--- src/rtl/lock_pkg.sv ---
// Shared types and default widths for the password store arbiter.
package lock_pkg;

  localparam int DEFAULT_ADDR_WIDTH = 2;
  localparam int DEFAULT_DATA_WIDTH = 4;

  typedef enum logic [1:0] {
    S_IDLE      = 2'd0,
    S_WRITE     = 2'd1,
    S_READ      = 2'd2,
    S_READ_WAIT = 2'd3
  } ArbState;

  typedef enum logic {
    REQ_WRITER = 1'b0,
    REQ_READER = 1'b1
  } Requester;

endpackage

--- src/rtl/rr_pick2.sv ---
// Two-way round-robin picker; the reader request can be masked by the writer burst lock.
module rr_pick2
  import lock_pkg::*;
(
  input  logic [1:0] req,
  input  logic       lastGrant,
  input  logic       mask,
  output logic       grantValid,
  output Requester   grantId
);

  logic [1:0] effReq;

  // On a tie the requester that did not win last time gets the grant.
  always_comb begin
    effReq     = {req[1] & ~mask, req[0]};
    grantValid = |effReq;
    if (&effReq)
      grantId = (lastGrant == REQ_READER) ? REQ_WRITER : REQ_READER;
    else
      grantId = effReq[1] ? REQ_READER : REQ_WRITER;
  end

endmodule

--- src/rtl/password_store_arbiter.sv ---
// Single-port arbiter between the password setter (write) and validator (read);
// every access returns to S_IDLE, and all store-side outputs are registered.
module password_store_arbiter
  import lock_pkg::*;
#(
  parameter int ADDR_WIDTH = DEFAULT_ADDR_WIDTH,
  parameter int DATA_WIDTH = DEFAULT_DATA_WIDTH
) (
  input  logic                  CLK,
  input  logic                  RST,
  input  logic                  wrReq,
  input  logic                  wrLock,
  input  logic [ADDR_WIDTH-1:0] wrAddr,
  input  logic [DATA_WIDTH-1:0] wrData,
  output logic                  wrAck,
  input  logic                  rdReq,
  input  logic [ADDR_WIDTH-1:0] rdAddr,
  output logic [DATA_WIDTH-1:0] rdData,
  output logic                  rdValid,
  output logic [ADDR_WIDTH-1:0] memAddress,
  output logic                  memWrite,
  output logic [DATA_WIDTH-1:0] memWData,
  input  logic [DATA_WIDTH-1:0] memRData,
  output logic [1:0]            dbgState,
  output logic                  dbgLastGrant
);

  ArbState  state;
  Requester lastGrant;
  logic     grantValid;
  Requester grantId;

  rr_pick2 picker (
    .req       ({rdReq, wrReq}),
    .lastGrant (lastGrant),
    .mask      (wrLock),
    .grantValid(grantValid),
    .grantId   (grantId)
  );

  // wrAck and memWrite are raised together on the grant edge so both are
  // visible for exactly the one S_WRITE cycle.
  always_ff @(posedge CLK) begin
    if (RST) begin
      state      <= S_IDLE;
      lastGrant  <= REQ_READER;
      wrAck      <= 1'b0;
      rdValid    <= 1'b0;
      memWrite   <= 1'b0;
      memAddress <= '0;
      memWData   <= '0;
      rdData     <= '0;
    end else begin
      wrAck    <= 1'b0;
      rdValid  <= 1'b0;
      memWrite <= 1'b0;
      case (state)
        S_IDLE: begin
          if (grantValid) begin
            if (grantId == REQ_WRITER) begin
              memAddress <= wrAddr;
              memWData   <= wrData;
              memWrite   <= 1'b1;
              wrAck      <= 1'b1;
              lastGrant  <= REQ_WRITER;
              state      <= S_WRITE;
            end else begin
              memAddress <= rdAddr;
              lastGrant  <= REQ_READER;
              state      <= S_READ;
            end
          end
        end
        S_WRITE:     state <= S_IDLE;
        S_READ:      state <= S_READ_WAIT;
        S_READ_WAIT: begin
          rdData  <= memRData;
          rdValid <= 1'b1;
          state   <= S_IDLE;
        end
        default:     state <= S_IDLE;
      endcase
    end
  end

  assign dbgState     = state;
  assign dbgLastGrant = lastGrant;

endmodule
--- config.mk ---
export PLATFORM = sky130hd
export DESIGN_NAME = password_store_arbiter
export DESIGN_NICKNAME = d
export VERILOG_FILES = /design/src/rtl/lock_pkg.sv /design/src/rtl/rr_pick2.sv /design/src/rtl/password_store_arbiter.sv
export SDC_FILE = /design/constraint.sdc
export NUM_CORES = 1
export LEC_CHECK = 0
export ABC_AREA = 1
export BUFFER_PORTS_ARGS = -buffer_cell sky130_fd_sc_hd__buf_4
export CORE_MARGIN = 1
export CORE_UTILIZATION = 38
export CTS_CLUSTER_SIZE = 12
export DETAILED_ROUTE_END_ITERATION = 16
export PLACE_DENSITY = 0.71
export SETUP_SLACK_MARGIN = 0.2
export SYNTH_ARGS = -nofsm -noshare
export SYNTH_HDL_FRONTEND = slang
export SYNTH_HIERARCHICAL = 1
export SYNTH_SLANG_ARGS = --single-unit
--- constraint.sdc ---
create_clock -name CLK -period 1.4 [get_ports CLK]
set_clock_uncertainty 0.2 [all_clocks]
set_input_delay 0.14 -clock CLK [delete_from_list [all_inputs] [get_ports CLK]]
set_output_delay 0.14 -clock CLK [all_outputs]
set_load 0.01 [all_outputs]
==> results.yml <==
sta:
  fmax_ghz: 0.838
  fin_crit_ps: 1190
  rsz0062_at_grt: "true"
  worstMarginPinSlew_ps: 350
  hold_ws_ps: 3.43
  finalMaxSlewViolations: 0
  min_period_over_period_pct: 85.3
  setup_tns_ps: 0
  fin_ws_ps: 206
  slew-limit-headroom_pct: 76.7
  setup_violations: 0
  hold_viol_final: 0
drt:
  drc: 0
  wl_per_cell_microns: 10.6
  vias: 707
  drt_iter0_markers: 4
  firstDrtPassIters: 4
  routed-wl-met3_microns: 85
  wl_met2_microns: 877
  highest_layer: "met4"
  routed_wl_microns: 1620
  via_per_inst: 4.62
  wl_met1_microns: 643
  antenna_left: 0
power:
  p_leak_nw: 0.552
  seqPwrFrac_pct: 47.5
  p_per_area_nw_per_um2: 933
  clockPowerShare_pct: 24.3
  comb_power_share_pct: 28.2
  power_switching_share_pct: 29.1
  p_int_uw: 726
  power_switching_uw: 298
  p_total_mw: 1.02
  max-vdd-ir-drop_uv: 791
final_layout:
  antennaDiodeCount: 0
  post_route_cells_drive_above_1_share_pct: 44.5
  area_growth_syn_to_layout_pct: 69.6
  fin_nets: 155
  fin_area_sq_um: 1100
global_routing:
  first_global_vias: 646
  grt_use_total_pct: 19.4
  antenna_found_initial: 0
  grt_pass1_wl_microns: 2680
  grt_max_degree: 12
  globalRouteOverflowTotal: 0
placement:
  post-dp-hpwl_microns: 976
  placed_area_sq_um: 897
  routabilityCongestion: 0.658
  portBuffers: 32
  dp_slack_ps: 136
setup_path:
  critPathCaptureType: "output port"
  crit_family: "flip-flops"
  critPathArrivalTime_ps: 850
  path_class: "register to output port"
  required_ps: 1060
  start_kind: "register"
  slowest_stage: "dfxtp_2"
  path_cells: "buf_4 -> buf_6"
  path_max_fanout: 2
  max_stage_delay_ps: 330
  critPathBufInv: 2
floorplan:
  io_pins: 33
  dieWidth_microns: 43.3
  fp.dieH_microns: 43.3
  die_area_sq_um: 1870
  core_area_sq_um: 1540
  start_util_pct: 42.0
  row_count: 14
synth:
  ys_warn_count: 6
  synth_top_area_share_pct: 46.4
  syn_nets: 107
  synth.area.top_cells: "dfxtp_1, nor2_1, nand2_1"
  syn-instance-count: 90
  yosysUniqueCellTypes: 16
  avgSynthCellArea_sq_um: 7.19
  synthesis.area_sq_um: 647
  yosysTopAreaCell: "dfxtp_1"
  ys_seq_area_share_pct: 46.4
  ys_ff_latch: 15
clocking:
  cts_max_path_buffers: 2
  htreeDepth: 1
  cts_tree: "built"
  clock-sinks: 15
  clockRootBuffer: "clkbuf_4"
  cts_made_buffers: 3
  clkLatencyLatePin_ps: 290
  clk_pin_slew_ps: 80
job:
  maxCapViolations: 0
status:
  status: "complete, no violations"
min_path:
  hold_path_class: "input pin to register"
[state kept, by name (all words and copies together), names as in the netlist]
name          count
dbgLastGrant      1
dbgState          2
memAddress        2
memWData          4
memWrite          1
rdData            4
rdValid           1
[per-stage QoR]
step | cells | util [%]
3_5_place_dp | 136 | 58.2
5_1_grt | 153 | 71.2
3_3_place_gp | 136 | 58.2
6_report | 153 | 71.2
4_1_cts | 152 | 68.6
2_1_floorplan | 90 | -
[logic make-up after synthesis]
kind of cell | after synthesis | share of synthesized area [%]
simple gates | 45 | 30.4
buf+inv | 18 | 12.8
flops | 15 | 46.4
compound gates | 12 | 10.4
[final cells by class]
cell class | count | area (sq um)
fillers | 129 | 444
repair buffers | 45 | 373
multi-input cells | 58 | 318
flip-flops and latches | 15 | 304
inverters | 15 | 56.3
clock buffers | 4 | 26.3
well taps | 16 | 20.0
[placed cells by master (no fill, tap or decap)]
cell           Yosys  routed
dfxtp_2            0       3
buf_4              2      32
a21oi_1            4       2
nand2_2            2       5
inv_2              2       4
clkbuf_1           0       1
nand3_1            5       2
clkbuf_4           0       3
inv_1             13      11
nor2_4             1       4
dfxtp_1           15      12
nand2_1           16      13
nand3_2            1       4
o21ai_0            4       4
o21ai_1            2       2
dlygate4sd3_1      0      11
buf_6              1       2
nor2_1            19      18
a21oi_2            2       4
[cells in the mapped netlist]
| cell | count |
|---|---|
| buf_6 | 1 |
| a21oi_1 | 4 |
| nand2_2 | 2 |
| nor2_1 | 19 |
| a21oi_2 | 2 |
| inv_2 | 2 |
| inv_1 | 13 |
| o21ai_0 | 4 |
| nand3_2 | 1 |
| nand3_1 | 5 |
| nand2_1 | 16 |
| o21ai_1 | 2 |
| nor2_2 | 1 |
| buf_4 | 2 |
| nor2_4 | 1 |
| dfxtp_1 | 15 |
[worst register-to-register path, cell delays in order, from the launching register on]
cell and delay, ps:
dfxtp_2 330, nand2_2 50, inv_2 40, nor2_4 210, nor2_4 90, a21oi_2 130, nor2_1 50
[routing by layer]
metal  GRT usage (%)  up-vias
met5               0        -
met1            19.9      316
met2            36.4       19
met3            7.66        3
met4            3.64        0
li1                -      369
[final timing paths]
check | from | to | slack [ps] | cells past startpoint
setup / recovery | dbgLastGrant | dbgLastGrant | 210 | 2
hold reg to reg | rdData[3] | rdData[3] | 290 | 2
setup reg to reg | dbgLastGrant | memWData[0] | 210 | 6
hold / removal | wrAddr[1] | memAddress[1] | 3 | 5
[power by group through the flow]
stage	Combinational [mW]	Sequential, mW	Clock (mW)
4_1_cts	0.271	0.482	0.253
3_3_place_gp	0.226	0.490	0
3_5_place_dp	0.229	0.491	0
5_1_grt	0.317	0.491	0.276
6_report	0.289	0.487	0.249
2_1_floorplan	0.117	0.505	0
[timing repair]
| action | CTS | global route |
|---|---|---|
| buffers inserted | 1 | 0 |
| gates cloned | 1 | 0 |
| resized for setup | 6 | 10 |
| pin swaps | 4 | 7 |
| endpoints found under the hold margin | 14 | 4 |
| hold buffers | 10 | 1 |
| endpoints found under the setup margin | 4 | 17 |
Note: power is estimated with default switching activity, not from simulation.
